--- config.mk ---
export PLATFORM = sky130hd
export DESIGN_NAME = alu_arbiter
export DESIGN_NICKNAME = d
export VERILOG_FILES = /design/src/rtl/alu_pkg.sv /design/src/rtl/rr_arbiter2.sv /design/src/rtl/alu_arbiter.sv
export SDC_FILE = /design/constraint.sdc
export NUM_CORES = 1
export LEC_CHECK = 0
export BUFFER_PORTS_ARGS = -buffer_cell sky130_fd_sc_hd__buf_2
export CORE_MARGIN = 4
export CORE_UTILIZATION = 47
export CTS_BUF_LIST = sky130_fd_sc_hd__clkbuf_8
export DETAILED_ROUTE_END_ITERATION = 10
export GPL_TIMING_DRIVEN = 0
export HOLD_SLACK_MARGIN = 0.02
export PLACE_DENSITY = 0.83
export SYNTH_ARGS = -nofsm -noshare
export SYNTH_HDL_FRONTEND = slang
export SYNTH_HIERARCHICAL = 1
export SYNTH_SLANG_ARGS = --single-unit
--- constraint.sdc ---
create_clock -name clk -period 2.65 [get_ports clk]
set_clock_uncertainty 0.1 [all_clocks]
set_input_delay 0.53 -clock clk [delete_from_list [all_inputs] [get_ports clk]]
set_output_delay 0.53 -clock clk [all_outputs]
set_load 0.05 [all_outputs]
--- src/rtl/alu_pkg.sv ---
// Shared definitions for the ALU arbiter: opcodes, FSM states, flag bit
// positions and opcode classification helpers.
package alu_pkg;

  localparam logic [3:0] OP_ADD = 4'b0000;
  localparam logic [3:0] OP_SUB = 4'b0001;
  localparam logic [3:0] OP_MUL = 4'b0010;
  localparam logic [3:0] OP_DIV = 4'b0011;
  localparam logic [3:0] OP_MOD = 4'b0100;
  localparam logic [3:0] OP_AND = 4'b0101;
  localparam logic [3:0] OP_OR  = 4'b0110;
  localparam logic [3:0] OP_XOR = 4'b0111;
  localparam logic [3:0] OP_SHL = 4'b1000;
  localparam logic [3:0] OP_SHR = 4'b1001;

  localparam int FLAG_N = 3;
  localparam int FLAG_Z = 2;
  localparam int FLAG_C = 1;
  localparam int FLAG_V = 0;

  typedef enum logic [1:0] {
    IDLE = 2'd0,
    EXEC = 2'd1,
    RESP = 2'd2
  } state_t;

  function automatic logic is_legal_op(input logic [3:0] op);
    return op <= OP_SHR;
  endfunction

  // Ops whose B operand must be non-zero for the ALU to be used.
  function automatic logic is_divmod(input logic [3:0] op);
    return (op == OP_DIV) || (op == OP_MOD);
  endfunction

endpackage

--- src/rtl/rr_arbiter2.sv ---
// Two-way round-robin grant: a lone requester always wins; on a tie the
// requester that was not granted last time wins.
module rr_arbiter2 (
  input  logic [1:0] req,
  input  logic [0:0] last,
  output logic [1:0] grant
);

  // NOTE: a default is assigned before the case so no path leaves grant
  // unassigned, which would otherwise infer a latch.
  always_comb begin
    grant = 2'b00;
    case (req)
      2'b01:   grant = 2'b01;
      2'b10:   grant = 2'b10;
      2'b11:   grant = last[0] ? 2'b01 : 2'b10;
      default: grant = 2'b00;
    endcase
  end

endmodule

--- src/rtl/alu_arbiter.sv ---
// Arbitrates two clients onto one external combinational ALU: registers the
// winning request, samples the ALU for one cycle and returns the response.
module alu_arbiter
  import alu_pkg::*;
#(
  parameter int WIDTH = 32
) (
  input  logic                 clk,
  input  logic                 rst_n,
  input  logic [1:0]           req_valid,
  output logic [1:0]           req_ready,
  input  logic [2*WIDTH-1:0]   req_a,
  input  logic [2*WIDTH-1:0]   req_b,
  input  logic [1:0]           req_ci,
  input  logic [7:0]           req_op,
  output logic [1:0]           rsp_valid,
  input  logic [1:0]           rsp_ready,
  output logic [WIDTH-1:0]     rsp_result,
  output logic [3:0]           rsp_flags,
  output logic                 rsp_err,
  output logic [WIDTH-1:0]     alu_a,
  output logic [WIDTH-1:0]     alu_b,
  output logic                 alu_ci,
  output logic [3:0]           alu_op,
  input  logic [WIDTH-1:0]     alu_result,
  input  logic                 alu_n,
  input  logic                 alu_z,
  input  logic                 alu_c,
  input  logic                 alu_v,
  output logic                 busy
);

  state_t             state_q, state_d;
  logic               last_grant_q, last_grant_d;
  logic [WIDTH-1:0]   a_q, a_d, b_q, b_d;
  logic               ci_q, ci_d;
  logic [3:0]         op_q, op_d;
  logic               id_q, id_d;
  logic [WIDTH-1:0]   result_q, result_d;
  logic [3:0]         flags_q, flags_d;
  logic               err_q, err_d;

  logic [1:0]         grant;
  logic               sel_id;
  logic [WIDTH-1:0]   sel_a, sel_b;
  logic [3:0]         sel_op;
  logic               sel_ci;
  logic               reject;

  rr_arbiter2 u_rr (
    .req   (req_valid),
    .last  (last_grant_q),
    .grant (grant)
  );

  assign sel_id = grant[1];
  assign sel_a  = sel_id ? req_a[2*WIDTH-1:WIDTH] : req_a[WIDTH-1:0];
  assign sel_b  = sel_id ? req_b[2*WIDTH-1:WIDTH] : req_b[WIDTH-1:0];
  assign sel_op = sel_id ? req_op[7:4] : req_op[3:0];
  assign sel_ci = req_ci[sel_id];
  assign reject = !is_legal_op(sel_op) || (is_divmod(sel_op) && (sel_b == '0));

  always_comb begin
    state_d      = state_q;
    last_grant_d = last_grant_q;
    a_d          = a_q;
    b_d          = b_q;
    ci_d         = ci_q;
    op_d         = op_q;
    id_d         = id_q;
    result_d     = result_q;
    flags_d      = flags_q;
    err_d        = err_q;
    req_ready    = 2'b00;
    rsp_valid    = 2'b00;

    case (state_q)
      IDLE: begin
        req_ready = grant;
        if (|grant) begin
          a_d          = sel_a;
          b_d          = sel_b;
          ci_d         = sel_ci;
          op_d         = sel_op;
          id_d         = sel_id;
          last_grant_d = sel_id;
          if (reject) begin
            // Rejected ops skip the ALU entirely and answer with zeros.
            result_d = '0;
            flags_d  = '0;
            err_d    = 1'b1;
            state_d  = RESP;
          end else begin
            err_d    = 1'b0;
            state_d  = EXEC;
          end
        end
      end
      EXEC: begin
        result_d         = alu_result;
        flags_d[FLAG_N]  = alu_n;
        flags_d[FLAG_Z]  = alu_z;
        flags_d[FLAG_C]  = alu_c;
        flags_d[FLAG_V]  = alu_v;
        err_d            = 1'b0;
        state_d          = RESP;
      end
      RESP: begin
        rsp_valid[id_q] = 1'b1;
        if (rsp_ready[id_q]) state_d = IDLE;
      end
      default: state_d = IDLE;
    endcase
  end

  // NOTE: sequential state is updated only with non-blocking assignments so
  // every register samples pre-edge values regardless of evaluation order.
  // NOTE: the operand and response registers are reset as well, because they
  // drive alu_* and rsp_* directly and must read 0 out of reset.
  always_ff @(posedge clk or negedge rst_n) begin
    if (!rst_n) begin
      state_q      <= IDLE;
      last_grant_q <= 1'b1;
      a_q          <= '0;
      b_q          <= '0;
      ci_q         <= 1'b0;
      op_q         <= '0;
      id_q         <= 1'b0;
      result_q     <= '0;
      flags_q      <= '0;
      err_q        <= 1'b0;
    end else begin
      state_q      <= state_d;
      last_grant_q <= last_grant_d;
      a_q          <= a_d;
      b_q          <= b_d;
      ci_q         <= ci_d;
      op_q         <= op_d;
      id_q         <= id_d;
      result_q     <= result_d;
      flags_q      <= flags_d;
      err_q        <= err_d;
    end
  end

  assign alu_a      = a_q;
  assign alu_b      = b_q;
  assign alu_ci     = ci_q;
  assign alu_op     = op_q;
  assign rsp_result = result_q;
  assign rsp_flags  = flags_q;
  assign rsp_err    = err_q;
  assign busy       = (state_q != IDLE);

endmodule

==> results of run 1 <==
-- what timing repair did --
item,4_1_cts,5_1_grt
endpoints found under the setup margin,1,9
resized for setup,0,2
hold buffers,0,0
endpoints found under the hold margin,0,0
-- power groups by stage --
stage / combinational (mW) / clock, mW / sequential, mW
final: 6.48 / 1.17 / 3.05
after global routing: 6.93 / 1.27 / 3.16
after CTS: 6.53 / 1.20 / 3.05
after detailed placement: 6.54 / 0 / 3.07
after global placement: 6.43 / 0 / 3.04
after floorplan: 2.01 / 0 / 5.82
-- flip-flops by register name, indices dropped and copies added (netlist names) --
signal,count
alu_a,32
alu_b,32
alu_ci,1
alu_op,4
id_q,1
last_grant_q,1
rsp_err,1
rsp_flags,4
rsp_result,32
state_q,2
-- metrics by stage --
| step | hold slack, ps | util | cell area, um2 |
|---|---|---|---|
| 3_5_place_dp | 358 | 0.628 | 7200 |
| 4_1_cts | 46.6 | 0.648 | 7430 |
| 5_1_grt | 59.1 | 0.649 | 7440 |
| 6_report | 48.4 | 0.649 | 7440 |
| 2_1_floorplan | 134 | - | 5540 |
| 3_3_place_gp | 354 | 0.626 | 7170 |
-- layout by cell type (no fill, tap or decap), drive strengths merged, types with 4 or more instances in the layout --
cell type | synthesis | layout
a22oi | 36 | 36
buf | 18 | 307
clkbuf | 25 | 38
dfrtp | 109 | 109
inv | 5 | 6
mux2i | 69 | 69
nand2 | 73 | 73
nand3b | 36 | 36
nand4 | 4 | 4
nor2 | 11 | 11
nor3 | 5 | 5
nor4 | 12 | 12
o21ai | 109 | 109
-- routing by layer --
metal	vias to the layer above	GRT usage	part of all wire
met1	2568	0.327	0.40
met4	2	0.0803	0.024
met3	33	0.0777	0.080
li1	2538	-	-
met2	231	0.427	0.50
met5	-	0	0.00040
-- logic make-up after synthesis --
logic type	after synthesis	share of synthesized area
multiplexers	69	0.125
buffers and inverters	48	0.0467
AO/OA/AOI/OAI	155	0.183
AND/OR/NAND/NOR	152	0.149
flip-flops	110	0.497
-- worst min-delay path by stage --
stage	depth (start not counted)	endpoint	startpoint	slack (ps)
2_1_floorplan	0	alu_a[0]$_DFFE_PN0P_	rst_n	130
3_3_place_gp	2	last_grant_q$_DFFE_PN1P_	last_grant_q$_DFFE_PN1P_	350
3_5_place_dp	2	last_grant_q$_DFFE_PN1P_	last_grant_q$_DFFE_PN1P_	360
4_1_cts	1	alu_b[10]$_DFFE_PN0P_	rst_n	50
5_1_grt	1	alu_b[10]$_DFFE_PN0P_	rst_n	60
6_report	1	alu_b[10]$_DFFE_PN0P_	rst_n	50
-- worst max-delay path, cell delays in order (launching register included) --
cell and delay, ps:
sky130_fd_sc_hd__dfstp_2 390, sky130_fd_sc_hd__a21boi_0 210, sky130_fd_sc_hd__buf_6 180, sky130_fd_sc_hd__buf_6 230, sky130_fd_sc_hd__nand2_1 140, sky130_fd_sc_hd__inv_1 70, sky130_fd_sc_hd__buf_2 280
-- layout make-up --
class                   count  area [um2]
well taps                 143         179
repair buffers            291        1480
plain buffers              42         238
clock inverters             4        68.8
fillers                  1008        4030
clock buffers              12         165
inverters                   5        18.8
multi-input cells         376        2530
flip-flops and latches    110        2750
==> impl_metrics.xml, run 1 <==
<?xml version="1.0" encoding="UTF-8"?>
<metrics>
  <group name="clock_tree">
    <metric name="cts.sink_count" unit="">110</metric>
    <metric name="clk_pin_slew_worst_paths" unit="ps">100</metric>
    <metric name="clock-root-buffer" unit="">sky130_fd_sc_hd__clkbuf_8</metric>
    <metric name="ctsHtreeMaxLevel" unit="">3</metric>
    <metric name="cts_inserted_buffers" unit="">9</metric>
    <metric name="clk-insertion-delay-late" unit="ps">380</metric>
    <metric name="cts_buffer_depth" unit="">2</metric>
    <metric name="post-cts-setup-buffer-count" unit="">0</metric>
    <metric name="tritoncts_clock_tree" unit="">yes</metric>
  </group>
  <group name="detailed_routing">
    <metric name="vias_per_cell" unit="">5.46</metric>
    <metric name="drt-pass1-iter-count" unit="">5</metric>
    <metric name="final_antenna_net_count" unit="">0</metric>
    <metric name="post_drt_wl_per_cell" unit="um">18.0</metric>
    <metric name="post_route_drc" unit="">0</metric>
    <metric name="drt_wl_total" unit="mm">17.7</metric>
    <metric name="drt-initial-drc-count" unit="">290</metric>
    <metric name="vias" unit="">5372</metric>
  </group>
  <group name="yosys">
    <metric name="synthesis.area" unit="um2">5540</metric>
    <metric name="post_synth_top_cells" unit="">sky130_fd_sc_hd__dfrtp_1 (109), sky130_fd_sc_hd__o21ai_0 (78), sky130_fd_sc_hd__nand2_1 (73)</metric>
    <metric name="synth.largest_area_cell" unit="">sky130_fd_sc_hd__dfrtp_1</metric>
    <metric name="netlist.area_leader.share" unit="">0.492</metric>
    <metric name="ys.flop_type" unit="">sky130_fd_sc_hd__dfrtp_1</metric>
    <metric name="synth_edf_count" unit="">0</metric>
    <metric name="post_synth_main_area_contributors" unit="">sky130_fd_sc_hd__dfrtp_1 (49%), sky130_fd_sc_hd__mux2i_1 (12%), sky130_fd_sc_hd__o21ai_0 (7.0%)</metric>
    <metric name="synth.yosys.warnings" unit="">6</metric>
    <metric name="synth_area_per_cell" unit="um2">10.4</metric>
    <metric name="netlist_instances" unit="">534</metric>
    <metric name="synth-async-reset-ratio" unit="">1.00</metric>
    <metric name="ys_seq_area_frac" unit="">0.497</metric>
    <metric name="mappedNetlistNets" unit="">714</metric>
    <metric name="post-synth-top-count-cell" unit="">sky130_fd_sc_hd__dfrtp_1</metric>
    <metric name="synth_seq_cells" unit="">110</metric>
    <metric name="synth_cell_types" unit="">38</metric>
  </group>
  <group name="global_route">
    <metric name="global_route.overflow_total" unit="">0</metric>
    <metric name="grt_antenna_before_repair" unit="">1</metric>
    <metric name="grt_start_max_net_pins" unit="">65</metric>
    <metric name="grt_pass1_wl" unit="mm">27.2</metric>
    <metric name="number_of_global_route_vias_before_repair" unit="">5325</metric>
    <metric name="grt_usage" unit="">0.258</metric>
  </group>
  <group name="outcome">
    <metric name="outcome" unit="">complete, no violations</metric>
  </group>
  <group name="critical_path">
    <metric name="worstReg2RegStart" unit="">last_grant_q$_DFFE_PN1P_</metric>
    <metric name="cp_data_required_time" unit="ps">2020</metric>
    <metric name="critical_path_class" unit="">flop to output port</metric>
    <metric name="crit_path_start_kind" unit="">flop</metric>
    <metric name="r2r_end" unit="">rsp_result[24]$_DFFE_PN0P_</metric>
    <metric name="timing.critical_path.to" unit="">req_ready[1]</metric>
    <metric name="crit_arrival" unit="ps">1890</metric>
    <metric name="worst_r2r_path_depth" unit="">9</metric>
    <metric name="worst-path-max-fanout" unit="">19</metric>
    <metric name="r2r_setup_slack" unit="ps">180</metric>
    <metric name="cp-end-kind" unit="">output port</metric>
    <metric name="worst_setup_sp" unit="">last_grant_q$_DFFE_PN1P_</metric>
  </group>
  <group name="timing">
    <metric name="timing_max_transition_violations_final" unit="">0</metric>
    <metric name="final_hold_viol_count" unit="">0</metric>
    <metric name="finalSetupViolCount" unit="">0</metric>
    <metric name="fin_setup_tns" unit="ps">0</metric>
    <metric name="maxClockFrequency" unit="GHz">0.397</metric>
    <metric name="shortest_clock_period_the_worst_path_allows_after_layout" unit="ps">2520</metric>
    <metric name="maxSlewHeadroom" unit="">0.536</metric>
    <metric name="worst_pin_slew" unit="ps">695</metric>
    <metric name="rsz_0062_raised_after_global_routing" unit="">no</metric>
    <metric name="setup_slack" unit="ps">130</metric>
    <metric name="final_min_period_over_clock_period" unit="">0.951</metric>
  </group>
  <group name="floorplanning">
    <metric name="pin_count" unit="">291</metric>
    <metric name="start_util" unit="">0.483</metric>
    <metric name="floorplan.die.height" unit="um">117</metric>
    <metric name="core-area" unit="um2">11500</metric>
    <metric name="number_of_core_rows" unit="">39</metric>
    <metric name="die_footprint" unit="um2">13600</metric>
    <metric name="die_w" unit="um">117</metric>
  </group>
  <group name="pwr">
    <metric name="total_power" unit="mW">10.7</metric>
    <metric name="share_comb_of_total_power" unit="">0.605</metric>
    <metric name="max-vdd-ir-drop" unit="mV">1.13</metric>
    <metric name="power.internal" unit="mW">4.76</metric>
    <metric name="power.net_switching" unit="mW">5.95</metric>
    <metric name="power_frac_seq" unit="">0.285</metric>
    <metric name="power.clock.fraction" unit="">0.109</metric>
    <metric name="switching_share" unit="">0.556</metric>
    <metric name="power_leakage" unit="nW">3.74</metric>
    <metric name="power.density_cell_area" unit="nW/um2">1440</metric>
  </group>
  <group name="finish">
    <metric name="layout-area-overhead-vs-synth" unit="%">34.2</metric>
    <metric name="layout.cells.non_filler" unit="">983</metric>
    <metric name="n_antenna_cell" unit="">0</metric>
    <metric name="finalNetCount" unit="">1015</metric>
    <metric name="drive_gt1_frac" unit="">0.431</metric>
  </group>
  <group name="place">
    <metric name="gp_congestion" unit="">0.875</metric>
    <metric name="port_buffers" unit="">290</metric>
    <metric name="dp_hpwl" unit="mm">14.1</metric>
    <metric name="detailedPlace.worstSlack" unit="ps">-80.5</metric>
    <metric name="placed_cells" unit="">968</metric>
  </group>
  <group name="run">
    <metric name="cap_violations" unit="">0</metric>
  </group>
  <group name="worst_hold_path">
    <metric name="hold_path_class" unit="">input pin to asynchronous set/reset pin</metric>
  </group>
</metrics>
(Power assumes the default switching activity.)
==> run 2: changes to the inputs <==
- CORE_ASPECT_RATIO: not set -> 0.7
- PLACE_DENSITY: 0.83 -> 0.87
==> run 2 against run 1 <==
Final area is essentially flat. Non-clock buffer count is the same. Via count grew 0.74%. Critical endpoint unchanged. Largest cell class unchanged.
==> impl_metrics.xml, run 2 (same netlist as run 1, synthesis figures left out) <==
<?xml version="1.0" encoding="UTF-8"?>
<metrics>
  <group name="outcome">
    <metric name="outcome" unit="">complete, no violations</metric>
  </group>
  <group name="global_route">
    <metric name="global_route.overflow_total" unit="">0</metric>
    <metric name="grt_pass1_wl" unit="mm">27.8</metric>
    <metric name="grt_start_max_net_pins" unit="">72</metric>
    <metric name="grt_antenna_before_repair" unit="">0</metric>
    <metric name="number_of_global_route_vias_before_repair" unit="">5185</metric>
    <metric name="grt_usage" unit="">0.261</metric>
  </group>
  <group name="timing">
    <metric name="final_hold_viol_count" unit="">0</metric>
    <metric name="setup_slack" unit="ps">145</metric>
    <metric name="shortest_clock_period_the_worst_path_allows_after_layout" unit="ps">2510</metric>
    <metric name="timing_max_transition_violations_final" unit="">0</metric>
    <metric name="maxSlewHeadroom" unit="">0.355</metric>
    <metric name="rsz_0062_raised_after_global_routing" unit="">no</metric>
    <metric name="final_min_period_over_clock_period" unit="">0.945</metric>
    <metric name="worst_pin_slew" unit="ps">959</metric>
    <metric name="finalSetupViolCount" unit="">0</metric>
    <metric name="maxClockFrequency" unit="GHz">0.399</metric>
  </group>
  <group name="floorplanning">
    <metric name="number_of_core_rows" unit="">32</metric>
    <metric name="start_util" unit="">0.493</metric>
    <metric name="die_w" unit="um">138</metric>
    <metric name="pin_count" unit="">291</metric>
    <metric name="core-area" unit="um2">11300</metric>
    <metric name="die_footprint" unit="um2">13600</metric>
    <metric name="floorplan.die.height" unit="um">98.9</metric>
  </group>
  <group name="clock_tree">
    <metric name="tritoncts_clock_tree" unit="">yes</metric>
    <metric name="clk-insertion-delay-late" unit="ps">360</metric>
    <metric name="cts_inserted_buffers" unit="">9</metric>
    <metric name="ctsHtreeMaxLevel" unit="">3</metric>
    <metric name="post-cts-setup-buffer-count" unit="">0</metric>
    <metric name="clk_pin_slew_worst_paths" unit="ps">110</metric>
    <metric name="cts.sink_count" unit="">110</metric>
    <metric name="clock-root-buffer" unit="">sky130_fd_sc_hd__clkbuf_8</metric>
    <metric name="cts_buffer_depth" unit="">2</metric>
  </group>
  <group name="critical_path">
    <metric name="cp_data_required_time" unit="ps">2020</metric>
    <metric name="crit_path_start_kind" unit="">flop</metric>
    <metric name="worst-path-max-fanout" unit="">19</metric>
    <metric name="cp-end-kind" unit="">output port</metric>
    <metric name="crit_arrival" unit="ps">1880</metric>
    <metric name="critical_path_class" unit="">flop to output port</metric>
  </group>
  <group name="detailed_routing">
    <metric name="drt-initial-drc-count" unit="">272</metric>
    <metric name="drt_wl_total" unit="mm">18.2</metric>
    <metric name="post_route_drc" unit="">0</metric>
    <metric name="drt-pass1-iter-count" unit="">5</metric>
    <metric name="final_antenna_net_count" unit="">0</metric>
    <metric name="post_drt_wl_per_cell" unit="um">18.3</metric>
    <metric name="vias_per_cell" unit="">5.45</metric>
    <metric name="vias" unit="">5412</metric>
  </group>
  <group name="finish">
    <metric name="final-seq-area" unit="um2">2750</metric>
    <metric name="finalNetCount" unit="">1015</metric>
    <metric name="drive_gt1_frac" unit="">0.431</metric>
    <metric name="layout-area-overhead-vs-synth" unit="%">34.1</metric>
    <metric name="layout.filler_cells" unit="">931</metric>
    <metric name="n_antenna_cell" unit="">0</metric>
    <metric name="fin_area" unit="um2">7440</metric>
    <metric name="layout_commonest_cell" unit="">sky130_fd_sc_hd__buf_2</metric>
    <metric name="multi_input_comb_area" unit="um2">2530</metric>
    <metric name="utilization" unit="">0.661</metric>
    <metric name="final_cell_mix" unit="">sky130_fd_sc_hd__buf_2 (299), sky130_fd_sc_hd__dfrtp_1 (109), sky130_fd_sc_hd__o21ai_0 (78)</metric>
  </group>
  <group name="place">
    <metric name="gp_congestion" unit="">0.913</metric>
    <metric name="postPlaceCellArea" unit="um2">7220</metric>
    <metric name="detailedPlace.worstSlack" unit="ps">-154</metric>
    <metric name="port_buffers" unit="">290</metric>
    <metric name="dp_hpwl" unit="mm">14.6</metric>
  </group>
  <group name="pwr">
    <metric name="power_leakage" unit="nW">3.73</metric>
    <metric name="max-vdd-ir-drop" unit="mV">1.03</metric>
    <metric name="power.density_cell_area" unit="nW/um2">1440</metric>
  </group>
  <group name="run">
    <metric name="cap_violations" unit="">0</metric>
  </group>
  <group name="worst_hold_path">
    <metric name="hold_path_class" unit="">input pin to asynchronous set/reset pin</metric>
  </group>
</metrics>
## run 2: cell count changes in the layout (fill, tap and decap cells not counted), sizes merged
cell    previous run  this run
clkbuf            38        35
inv                6         9
## run 2: worst paths after layout
kind / start / to / cells past startpoint / slack (ps)
setup / recovery: last_grant_q$_DFFE_PN1P_ / req_ready[1] / 6 / 140
hold / removal: rst_n / alu_a[25]$_DFFE_PN0P_ / 1 / 20
setup reg to reg: last_grant_q$_DFFE_PN1P_ / rsp_result[13]$_DFFE_PN0P_ / 8 / 140
hold reg to reg: last_grant_q$_DFFE_PN1P_ / last_grant_q$_DFFE_PN1P_ / 2 / 380
max in group asynchronous: rst_n / state_q[0]$_DFFE_PN0P_ / 2 / 1670
min in group clk: alu_result[9] / rsp_result[9]$_DFFE_PN0P_ / 3 / 300
## run 2: through the flow
step	setup TNS [ps]	hold slack (ps)	std cells	total power, mW
2_1_floorplan	0	134	534	7.83
3_3_place_gp	-38210	356	977	9.44
3_5_place_dp	-4840	363	978	9.59
4_1_cts	0	23.9	993	10.7
5_1_grt	0	54.4	993	11.3
6_report	0	17.8	993	10.7
## run 2: layout make-up
cell class,instances,share of cell area
Multi-Input combinational cell,376,0.341
Sequential cell,110,0.370
Clock buffer,9,0.0167
Tap cell,153,0.0257
Timing Repair Buffer,291,0.200
Inverter,5,0.00252
Buffer,42,0.0316
Clock inverter,7,0.0128
## run 2: where the power goes
part	switching, mW	leakage (nW)	internal [mW]
Clock	0.584	0.116	0.539
Combinational	4.87	2.28	1.62
Sequential	0.532	1.34	2.53
Total	5.99	3.73	4.69
## run 2: per-layer routing
layer / wire length, um / GRT usage / up-vias / share of wire
li1: - / - / 2539 / -
met1: 8010 / 0.372 / 2596 / 0.44
met2: 8220 / 0.400 / 244 / 0.45
met3: 1500 / 0.0617 / 33 / 0.082
met4: 427 / 0.0706 / 0 / 0.024
met5: 0 / 0 / - / 0
## run 2: repair_timing
item / CTS / global route
setup endpoints to repair: 1 / 18
hold buffers: 0 / 0
gates resized for setup: 0 / 2
cloned: 0 / 0
## run 2: worst max-delay path: stages, from the launching register on
cell,delay [ps]
sky130_fd_sc_hd__dfstp_2,390
sky130_fd_sc_hd__a21boi_0,210
sky130_fd_sc_hd__buf_6,190
sky130_fd_sc_hd__buf_6,250
sky130_fd_sc_hd__nand2_1,150
sky130_fd_sc_hd__inv_1,90
sky130_fd_sc_hd__clkbuf_4,230
